`src/rtl/multi_collision_engine.sv`:
```
`default_nettype none
// ============================================================================
//  Module   : multi_collision_engine
//  Purpose  : Time-multiplexed collision engine for NUM_ENT sprites
//             (entity 0 = player, 1..NUM_ENT-1 = enemies). One pass latches
//             all entity state, probes a shared walkability ROM at the four
//             corners of every entity's next position, then evaluates
//             player-vs-enemy overlap and sword reach, and pulses done.
//  Ports    : clock, resetn    - clock, async active-low reset
//             start            - request a pass (sampled in IDLE only)
//             ent_en           - per-entity enable mask
//             pos_x/pos_y/dir  - packed per-entity position and move code
//             attack/facing    - player attack request and facing
//             rom_addr/rom_q   - external map ROM port (1 = walkable)
//             busy/done        - pass in progress / one-cycle completion
//             map_col/ent_col/hit - per-entity results, valid from done
//  Revision : 1.0  initial release
// ============================================================================
module multi_collision_engine #(
    parameter int NUM_ENT      = 4,
    parameter int SPRITE       = 16,
    parameter int STEP         = 1,
    parameter int MAP_W        = 256,
    parameter int MAP_H        = 176,
    parameter int ROM_LAT      = 1,
    parameter int ATTACK_RANGE = 8
) (
    input  logic                   clock,
    input  logic                   resetn,
    input  logic                   start,
    input  logic [NUM_ENT-1:0]     ent_en,
    input  logic [9*NUM_ENT-1:0]   pos_x,
    input  logic [8*NUM_ENT-1:0]   pos_y,
    input  logic [3*NUM_ENT-1:0]   dir,
    input  logic                   attack,
    input  logic [2:0]             facing,
    output logic [16:0]            rom_addr,
    input  logic                   rom_q,
    output logic                   busy,
    output logic                   done,
    output logic [NUM_ENT-1:0]     map_col,
    output logic [NUM_ENT-1:0]     ent_col,
    output logic [NUM_ENT-1:0]     hit
);

    localparam int c_IW     = (NUM_ENT > 1) ? $clog2(NUM_ENT) : 1;
    localparam int c_NPROBE = 4 * NUM_ENT;
    localparam int c_CW     = $clog2(c_NPROBE + ROM_LAT + 1);

    localparam logic [c_CW-1:0] c_PROBE_LAST = c_CW'(c_NPROBE + ROM_LAT - 1);
    localparam logic [c_CW-1:0] c_PAIR_LAST  = c_CW'(NUM_ENT - 2);
    localparam logic [c_CW-1:0] c_LAT        = c_CW'(ROM_LAT);
    localparam logic [c_CW-1:0] c_NPROBE_W   = c_CW'(c_NPROBE);

    localparam logic [2:0] c_D_UP    = 3'd2;
    localparam logic [2:0] c_D_DOWN  = 3'd3;
    localparam logic [2:0] c_D_LEFT  = 3'd4;
    localparam logic [2:0] c_D_RIGHT = 3'd5;

    localparam logic        [8:0] c_SPR9  = 9'(SPRITE);
    localparam logic signed [9:0] c_SPR10 = 10'(SPRITE);
    localparam logic signed [9:0] c_RNG10 = 10'(ATTACK_RANGE);

    typedef enum logic [2:0] {
        S_IDLE  = 3'd0,
        S_LATCH = 3'd1,
        S_PROBE = 3'd2,
        S_PAIR  = 3'd3,
        S_DONE  = 3'd4
    } state_t;

    state_t              r_state;
    logic [c_CW-1:0]     r_cnt;
    logic [NUM_ENT-1:0]  r_en;
    logic [8:0]          r_x   [NUM_ENT];
    logic [7:0]          r_y   [NUM_ENT];
    logic [2:0]          r_dir [NUM_ENT];
    logic                r_attack;
    logic [2:0]          r_facing;
    logic [NUM_ENT-1:0]  r_and;       // running AND of corner walkability
    logic [NUM_ENT-1:0]  r_ent_pend;
    logic [NUM_ENT-1:0]  r_hit_pend;

    // ------------------------------------------------------------------
    // Per-entity next position and out-of-bounds detection
    // ------------------------------------------------------------------
    logic [9:0]          w_nx [NUM_ENT];
    logic [8:0]          w_ny [NUM_ENT];
    logic [NUM_ENT-1:0]  w_exc;

    for (genvar gi = 0; gi < NUM_ENT; gi++) begin : g_ent
        assign w_nx[gi] = (r_dir[gi] == c_D_LEFT)  ? 10'(r_x[gi]) - 10'(STEP) :
                          (r_dir[gi] == c_D_RIGHT) ? 10'(r_x[gi]) + 10'(STEP) :
                                                     10'(r_x[gi]);
        assign w_ny[gi] = (r_dir[gi] == c_D_UP)    ? 9'(r_y[gi]) - 9'(STEP) :
                          (r_dir[gi] == c_D_DOWN)  ? 9'(r_y[gi]) + 9'(STEP) :
                                                     9'(r_y[gi]);
        assign w_exc[gi] =
            ((r_dir[gi] == c_D_LEFT)  && (10'(r_x[gi]) < 10'(STEP))) ||
            ((r_dir[gi] == c_D_UP)    && (9'(r_y[gi])  < 9'(STEP)))  ||
            ((r_dir[gi] == c_D_RIGHT) && ((11'(r_x[gi]) + 11'(SPRITE + STEP)) > 11'(MAP_W))) ||
            ((r_dir[gi] == c_D_DOWN)  && ((10'(r_y[gi]) + 10'(SPRITE + STEP)) > 10'(MAP_H)));
    end

    // ------------------------------------------------------------------
    // Probe address: rom_addr is registered, so the address for probe p is
    // computed one cycle ahead (LATCH computes probe 0, PROBE cycle p
    // computes probe p+1). Excepted entities drive address 0.
    // ------------------------------------------------------------------
    logic [c_CW-1:0]  w_psel;
    logic [c_IW-1:0]  w_pent;
    logic [9:0]       w_cx;
    logic [8:0]       w_cy;
    logic [16:0]      w_addr;
    logic [c_IW-1:0]  w_aent;

    always_comb begin
        w_psel = (r_state == S_PROBE) ? r_cnt + c_CW'(1) : '0;
        w_pent = w_psel[c_IW+1:2];
        w_cx   = w_nx[w_pent] + (w_psel[0] ? 10'(SPRITE - 1) : 10'd0);
        w_cy   = w_ny[w_pent] + (w_psel[1] ? 9'(SPRITE - 1)  : 9'd0);
        w_addr = '0;
        if ((w_psel < c_NPROBE_W) && !w_exc[w_pent])
            w_addr = 17'(32'(w_cy) * 32'(MAP_W) + 32'(w_cx));
        // rom_q in PROBE cycle k answers the probe issued ROM_LAT cycles earlier
        w_aent = c_IW'((r_cnt - c_LAT) >> 2);
    end

    // ------------------------------------------------------------------
    // Pair evaluation: one enemy per PAIR cycle against the player
    // ------------------------------------------------------------------
    logic [c_IW-1:0]     w_ei;
    logic [8:0]          w_xi;
    logic [7:0]          w_yi;
    logic [8:0]          w_dx;
    logic [8:0]          w_dy;
    logic signed [9:0]   w_gap_up;
    logic signed [9:0]   w_gap_dn;
    logic signed [9:0]   w_gap_lf;
    logic signed [9:0]   w_gap_rt;
    logic                w_reach;
    logic                w_col_now;
    logic                w_hit_now;
    logic [NUM_ENT-1:0]  w_sel;
    logic [NUM_ENT-1:0]  w_ent_next;
    logic [NUM_ENT-1:0]  w_hit_next;

    always_comb begin
        w_ei     = c_IW'(r_cnt + c_CW'(1));
        w_xi     = r_x[w_ei];
        w_yi     = r_y[w_ei];
        w_dx     = (r_x[0] >= w_xi) ? r_x[0] - w_xi : w_xi - r_x[0];
        w_dy     = (r_y[0] >= w_yi) ? 9'(r_y[0] - w_yi) : 9'(w_yi - r_y[0]);
        // Gaps may go negative when sprites overlap; that still counts as in reach
        w_gap_up = 10'(r_y[0]) - 10'(w_yi) - c_SPR10;
        w_gap_dn = 10'(w_yi) - 10'(r_y[0]) - c_SPR10;
        w_gap_lf = 10'(r_x[0]) - 10'(w_xi) - c_SPR10;
        w_gap_rt = 10'(w_xi) - 10'(r_x[0]) - c_SPR10;
        case (r_facing)
            c_D_UP:    w_reach = (w_dx < c_SPR9) && (w_yi < r_y[0]) && (w_gap_up < c_RNG10);
            c_D_DOWN:  w_reach = (w_dx < c_SPR9) && (w_yi > r_y[0]) && (w_gap_dn < c_RNG10);
            c_D_LEFT:  w_reach = (w_dy < c_SPR9) && (w_xi < r_x[0]) && (w_gap_lf < c_RNG10);
            c_D_RIGHT: w_reach = (w_dy < c_SPR9) && (w_xi > r_x[0]) && (w_gap_rt < c_RNG10);
            default:   w_reach = 1'b0;
        endcase
        w_col_now  = r_en[0] & r_en[w_ei] & (w_dx < c_SPR9) & (w_dy < c_SPR9);
        w_hit_now  = r_en[0] & r_en[w_ei] & r_attack & w_reach;
        w_sel      = NUM_ENT'(1) << w_ei;
        w_ent_next = r_ent_pend | (w_col_now ? w_sel : '0);
        w_hit_next = r_hit_pend | (w_hit_now ? w_sel : '0);
    end

    // ------------------------------------------------------------------
    // Control FSM with registered outputs
    // ------------------------------------------------------------------
    always_ff @(posedge clock or negedge resetn) begin
        if (!resetn) begin
            r_state    <= S_IDLE;
            r_cnt      <= '0;
            r_en       <= '0;
            r_attack   <= 1'b0;
            r_facing   <= '0;
            r_and      <= '0;
            r_ent_pend <= '0;
            r_hit_pend <= '0;
            for (int k = 0; k < NUM_ENT; k++) begin
                r_x[k]   <= '0;
                r_y[k]   <= '0;
                r_dir[k] <= '0;
            end
            rom_addr   <= '0;
            busy       <= 1'b0;
            done       <= 1'b0;
            map_col    <= '0;
            ent_col    <= '0;
            hit        <= '0;
        end else begin
            case (r_state)
                S_IDLE: begin
                    done <= 1'b0;
                    if (start) begin
                        r_en     <= ent_en;
                        r_attack <= attack;
                        r_facing <= facing;
                        for (int k = 0; k < NUM_ENT; k++) begin
                            r_x[k]   <= pos_x[9*k +: 9];
                            r_y[k]   <= pos_y[8*k +: 8];
                            r_dir[k] <= dir[3*k +: 3];
                        end
                        busy    <= 1'b1;
                        r_state <= S_LATCH;
                    end
                end
                S_LATCH: begin
                    rom_addr   <= w_addr;
                    r_and      <= '1;
                    r_ent_pend <= '0;
                    r_hit_pend <= '0;
                    r_cnt      <= '0;
                    r_state    <= S_PROBE;
                end
                S_PROBE: begin
                    rom_addr <= w_addr;
                    if (r_cnt >= c_LAT)
                        r_and[w_aent] <= r_and[w_aent] & rom_q;
                    if (r_cnt == c_PROBE_LAST) begin
                        r_cnt   <= '0;
                        r_state <= S_PAIR;
                    end else begin
                        r_cnt <= r_cnt + c_CW'(1);
                    end
                end
                S_PAIR: begin
                    r_ent_pend <= w_ent_next;
                    r_hit_pend <= w_hit_next;
                    if (r_cnt == c_PAIR_LAST) begin
                        map_col <= r_en & (~r_and | w_exc);
                        ent_col <= w_ent_next;
                        hit     <= w_hit_next;
                        done    <= 1'b1;
                        r_cnt   <= '0;
                        r_state <= S_DONE;
                    end else begin
                        r_cnt <= r_cnt + c_CW'(1);
                    end
                end
                S_DONE: begin
                    done    <= 1'b0;
                    busy    <= 1'b0;
                    r_state <= S_IDLE;
                end
                default: begin
                    r_state <= S_IDLE;
                end
            endcase
        end
    end

endmodule
`default_nettype wire

```
`config.mk`:
```
export PLATFORM = sky130hd
export DESIGN_NAME = multi_collision_engine
export DESIGN_NICKNAME = d
export VERILOG_FILES = /design/src/rtl/multi_collision_engine.sv
export SDC_FILE = /design/constraint.sdc
export NUM_CORES = 1
export LEC_CHECK = 0
export ABC_AREA = 0
export BUFFER_PORTS_ARGS = -buffer_cell sky130_fd_sc_hd__buf_2
export CAP_MARGIN = 20
export CORE_ASPECT_RATIO = 0.75
export CORE_MARGIN = 4
export CORE_UTILIZATION = 51
export DETAILED_ROUTE_END_ITERATION = 7
export MAX_ROUTING_LAYER = met4
export PLACE_DENSITY = 0.7
export SYNTH_ARGS = -nofsm -noshare
export SYNTH_HDL_FRONTEND = slang
export SYNTH_SLANG_ARGS = --single-unit
```
`constraint.sdc`:
```
create_clock -name clock -period 6.36 [get_ports clock]
set_input_delay 1.272 -clock clock [delete_from_list [all_inputs] [get_ports clock]]
set_output_delay 1.272 -clock clock [all_outputs]
set_load 0.005 [all_outputs]
```
==> results of run 1 <==
layer usage:
layer	wire length, um	part of all wire, %	track usage [%]	up-vias
li1	-	-	-	5507
met1	17400	46	39.8	5556
met2	16400	44	41.5	530
met3	2980	7.9	5.47	63
met4	846	2.2	8.01	0
met5	0	0	-	-
how the worst max path moves through the flow:
stage	startpoint	to	slack, ps	depth (start not counted)
2_1_floorplan	r_cnt[0]	rom_addr[14]	1430	25
3_3_place_gp	r_cnt[0]	hit[0]	1300	14
3_5_place_dp	r_cnt[0]	hit[0]	1190	14
4_1_cts	r_cnt[0]	r_ent_pend[3]	1160	14
5_1_grt	r_state[1]	rom_addr[15]	610	23
6_report	r_cnt[0]	r_ent_pend[3]	1090	14
worst reg2reg max path, stage by stage (launching register included):
cell and delay [ps]:
dfrtp_1 510, inv_1 190, ha_1 850, buf_4 310, mux4_2 370, ha_1 400
a21o_1 230, a31oi_1 330, o21a_1 360, mux2_2 380, xnor2_1 130, nand4_1 220
nor4_4 630, a31oi_1 160, nor2_1 120
through the flow:
step | cell area [um2] | cells
2_1_floorplan | 12700 | 1499
3_3_place_gp | 13500 | 1865
3_5_place_dp | 13500 | 1865
4_1_cts | 14100 | 1897
5_1_grt | 14100 | 1898
6_report | 14100 | 1898
state kept, by name (all words and copies together) (netlist names), 5 cells and up:
register  count
rom_addr     17
r_y          32
r_cnt         5
r_dir        12
r_x          36
synthesized netlist by cell type (all sizes together) (6+ instances only):
master  instances  area (um2)
a211oi         18         135
a21o           20         150
a21oi          77         385
a311oi          9        78.8
a31oi          17         106
and2           12        75.1
and3           17         106
and4            9        78.8
buf            23         101
clkbuf         73         275
dfrtp         139        3480
fa              9         180
ha            102        1280
inv           101         379
mux2           58         653
mux2i          27         270
mux4           18         405
nand2         143         537
nand2b         20         125
nand3          39         195
nand4          32         200
nor2           72         270
nor2b          17         106
nor3           38         195
nor3b           6        50.1
nor4           22         153
o211ai         15         113
o21ai         126         631
o21bai          7        52.6
o22ai           6        37.5
o31ai           6        45.0
or3            19         119
or4            11        82.6
or4b            9        90.1
xnor2          59         517
xor2           39         342
area by class of cell:
cell class              count  area, um2
flip-flops and latches    139       3480
clock inverters            13        133
clock buffers              19        453
well taps                 331        414
repair buffers            131        684
fillers                  2283      10200
inverters                 102        383
multi-input cells        1162       8510
diodes                      1       2.50
kinds of logic after synthesis:
| logic type | Yosys count |
|---|---|
| and+or+nand+nor | 482 |
| muxes | 103 |
| buffers and inverters | 198 |
| AOI/OAI and AO/OA | 368 |
| DFF | 139 |
| adders and majority gates | 111 |
| xor gates and xnor gates | 98 |
==> flow_metrics.env, run 1 <==
export IMPL_nets=1756
export IMPL_grt_total_usage_pct=28.2
export IMPL_worst_path_buf_inv=2
export IMPL_critPathArrivalTime_ps=5630
export IMPL_path_cells="inv_1, ha_1, buf_4, mux4_2, ha_1, a21o_1, a31oi_1, o21a_1, mux2_2, xnor2_1, nand4_1, nor4_4, a31oi_1, nor2_1"
export IMPL_min_period_ps=5270
export IMPL_finalSetupTns_ps=0
export IMPL_grt_max_degree=76
export IMPL_dr_pass1_iters=5
export IMPL_end_kind="register"
export IMPL_syn2layout_area_growth_pct=10.3
export IMPL_die_y_um=145
export IMPL_worstHoldStart="map_col[2]"
export IMPL_crit_required_ps=6720
export IMPL_period_share_pct=82.8
export IMPL_synth_top_family_by_area="simple AND/OR/NAND/NOR gates"
export IMPL_yosys_area_share_simple_pct=19.7
export IMPL_row_count=49
export IMPL_cts_sinks=139
export IMPL_worst_pin_slew_ps=922
export IMPL_synth_nets=1702
export IMPL_crit_fanout=14
export IMPL_setup_viol=0
export IMPL_ctsHoldBuffers=0
export IMPL_syn_inst=1499
export IMPL_r2r_end="r_ent_pend[3]"
export IMPL_start_kind="register"
export IMPL_muxShareOfSynthArea_pct=10.4
export IMPL_async_flop_share_pct=100
export IMPL_clkLatencyLatePin_ps=440
export IMPL_slowest_stage="ha_1"
export IMPL_coreArea_um2=24300
export IMPL_yosys_area_share_adder_pct=11.4
export IMPL_antenna_found_initial=1
export IMPL_h_tree_depth=4
export IMPL_cts_buffer_depth=2
export IMPL_crit_type="register to register"
export IMPL_rr_startpoint="r_cnt[0]"
export IMPL_skew_ps=12.2
export IMPL_wirelength_um=37600
export IMPL_ff2ff_path_depth=14
export IMPL_ys_warn_count=0
export IMPL_r2r_slack_ps=1090
export IMPL_via_count=11656
export IMPL_grt_pass1_wl_um=60100
export IMPL_drtIter0Drc=1283
export IMPL_hpwl_um=28500
export IMPL_maxCapViolCount=0
export IMPL_fmax_mhz=190
export IMPL_ys_types=77
export IMPL_ctsResizeCount=0
export IMPL_num_io_pins=123
export IMPL_vias_per_cell=6.14
export IMPL_mostFrequentLayoutCells="nand2_1 (143), dfrtp_1 (139), buf_2 (121)"
export IMPL_hold_path_class="register to register"
export IMPL_tritoncts="done"
export IMPL_status="finished, final reports clean"
export IMPL_ys_seq_elements=139
export IMPL_hold_end="map_col[2]"
export IMPL_routedWlPerCell_um=19.8
export IMPL_hold_violations=0
export IMPL_max_slew_margin_pct=38.6
export IMPL_dieArea_um2=27600
export IMPL_synth_xor_area_share_pct=6.74
export IMPL_final_util_pct=57.9
export IMPL_rsz0062_at_grt="no"
export IMPL_drt_antenna_violating_nets=0
export IMPL_drive_gt1_share_pct=16.7
export IMPL_syn_area_um2=12700
export IMPL_final_common_cell="nand2_1"
export IMPL_finalMaxSlewViolations=0
export IMPL_start_util_pct=52.5
export IMPL_io_buffers=122
export IMPL_clockRootBuffer="clkbuf_16"
export IMPL_fp_dieW_um=191
export IMPL_cpLargestDelayFamily="adder cells"
export IMPL_routabilityCongestion=0.998
export IMPL_holdPathStages=2
export IMPL_max_stage_delay_ps=850
export IMPL_yosys_most_used_dff="dfrtp_1"
export IMPL_syn_mean_instance_area_um2=8.50
export IMPL_drc=0
export IMPL_setup_ws_ps=1090
export IMPL_cts_setup_buffers=0
export IMPL_grt_remaining_overflow=0
export IMPL_holdWs_ps=471
export IMPL_synth_edf_count=0
export IMPL_clkTransAtPathRegs_ps=60
export IMPL_grt_pass1_vias=10980
export IMPL_synth_compound_area_share_pct=18.4
export IMPL_cts_made_buffers=17
export IMPL_place_ws_ps=1190
export IMPL_yosysSeqAreaShare_pct=27.3
Power of run 1 is left out: the tool's default activity adds up to more than one toggle a clock period on the data nets, which glitch-free logic cannot reach.
==> run 2: changes to the inputs <==
- clock period: 6.36 -> 5.2 ns (I/O delays scaled with it)
==> run 2 against run 1 <==
Compared with the run above: clock skew increased by 5.6 ps; die area unchanged; sequential share of layout area decreased by 0.29 points; non-clock buffer count increased by 14; core utilization increased by 0.69 points; setup slack got worse by 770 ps; critical path depth unchanged; critical path type unchanged; critical endpoint is now r_hit_pend[1]; largest cell class unchanged.
==> flow_metrics.env, run 2 (synthesized netlist as in run 1, its figures left out) <==
export IMPL_cts_made_buffers=17
export IMPL_hpwl_um=29200
export IMPL_critPathArrivalTime_ps=5230
export IMPL_grt_max_degree=69
export IMPL_num_io_pins=123
export IMPL_finalMaxSlewViolations=0
export IMPL_largest_reg_flops=36
export IMPL_finalSetupTns_ps=0
export IMPL_dieArea_um2=27600
export IMPL_met1Wirelength_um=17900
export IMPL_hold_violations=0
export IMPL_max_slew_margin_pct=36.1
export IMPL_mostFrequentLayoutCells="nand2_1 (143), dfrtp_1 (139), buf_2 (121)"
export IMPL_die_y_um=145
export IMPL_path_depth=14
export IMPL_cts_buffer_depth=2
export IMPL_clkTransAtPathRegs_ps=60
export IMPL_fp_dieW_um=191
export IMPL_ctsHoldBuffers=0
export IMPL_grt_total_usage_pct=28.3
export IMPL_period_share_pct=93.7
export IMPL_drive_gt1_share_pct=17.5
export IMPL_drtIter0Drc=1091
export IMPL_largest_register="r_x"
export IMPL_io_buffers=122
export IMPL_start_util_pct=52.5
export IMPL_cpLargestDelayFamily="compound AO/OA/AOI/OAI gates"
export IMPL_maxCapViolCount=0
export IMPL_antenna_found_initial=0
export IMPL_vias_per_cell=6.07
export IMPL_final_common_cell="nand2_1"
export IMPL_drt_antenna_violating_nets=0
export IMPL_end_kind="register"
export IMPL_dr_wl_met3_um=2950
export IMPL_top_regs="r_x: 36 flops, r_y: 32 flops, rom_addr: 17 flops"
export IMPL_crit_fanout=10
export IMPL_dr_wl_met2_um=16500
export IMPL_fmax_mhz=205
export IMPL_max_stage_delay_ps=590
export IMPL_holdWs_ps=473
export IMPL_min_period_ps=4870
export IMPL_drc=0
export IMPL_cts_sinks=139
export IMPL_insertedDiodeCount=0
export IMPL_routabilityCongestion=1.02
export IMPL_via_count=11597
export IMPL_top_layer_used="met4"
export IMPL_clockRootBuffer="clkbuf_16"
export IMPL_grt_remaining_overflow=0
export IMPL_slowest_stage="mux4_2"
export IMPL_worst_pin_slew_ps=951
export IMPL_routedWlPerCell_um=19.9
export IMPL_syn2layout_area_growth_pct=11.7
export IMPL_coreArea_um2=24300
export IMPL_nets=1770
export IMPL_tritoncts="done"
export IMPL_hold_path_class="register to register"
export IMPL_setup_viol=0
export IMPL_status="finished, final reports clean"
export IMPL_start_kind="register"
export IMPL_dr_pass1_iters=5
export IMPL_path_cells="inv_1, ha_2, mux4_2, ha_1, inv_1, fa_1, or4_1, a211o_1, a221oi_1, and3_1, o2111ai_1, a211o_1, o41a_1, o21ai_1"
export IMPL_worst_path_buf_inv=2
export IMPL_row_count=49
export IMPL_crit_required_ps=5560
export IMPL_wirelength_um=37900
export IMPL_crit_type="register to register"
export IMPL_clkLatencyLatePin_ps=440
export IMPL_ff2ff_path_depth=14
export IMPL_h_tree_depth=4
export IMPL_grt_pass1_vias=10802
export IMPL_skew_ps=17.8
export IMPL_grt_pass1_wl_um=60100
export IMPL_holdPathStages=2
export IMPL_rsz0062_at_grt="no"
run 2: through the flow:
step | cell area [um2] | setup WS [ps] | cells | utilization, %
floorplan | 12700 | 272 | 1499 | -
global placement | 13600 | 430 | 1878 | 55.9
detailed placement | 13600 | 264 | 1878 | 55.9
CTS | 14200 | 254 | 1910 | 58.5
global route | 14200 | 11.0 | 1911 | 58.6
finish | 14200 | 329 | 1911 | 58.6
run 2: timing repair:
action / CTS / global route
endpoints found under the setup margin: 0 / 12
hold endpoints to repair: 0 / 0
gates resized for setup: 0 / 4
setup buffers: 0 / 1
run 2: layout make-up:
class / instances / area [um2]
fillers: 2154 / 10100
multi-input cells: 1162 / 8530
flip-flops and latches: 139 / 3480
repair buffers: 145 / 790
clock buffers: 19 / 443
well taps: 331 / 414
inverters: 102 / 383
clock inverters: 13 / 193
run 2: worst register-to-register path, stage by stage, from the launching register on:
cell,delay (ps)
dfrtp_1,520
inv_1,190
ha_2,480
mux4_2,600
ha_1,230
inv_1,70
fa_1,480
or4_1,550
a211o_1,320
a221oi_1,250
and3_1,190
o2111ai_1,120
a211o_1,330
o41a_1,250
o21ai_1,210
run 2: worst paths after layout:
check	slack, ps	endpoint	from
min in group asynchronous	550	r_attack	resetn
max	330	r_hit_pend[1]	r_cnt[0]
max reg2reg	330	r_hit_pend[1]	r_cnt[0]
min	470	map_col[2]	map_col[2]
min reg2reg	470	map_col[2]	map_col[2]
max in group asynchronous	3630	r_y[17]	resetn
run 2: metal layers:
layer,up-vias,GRT usage (%)
met3,42,5.52
li1,5545,-
met2,428,41.6
met5,-,-
met1,5582,40.8
met4,0,6.42
Power of run 2 is left out for the same reason.
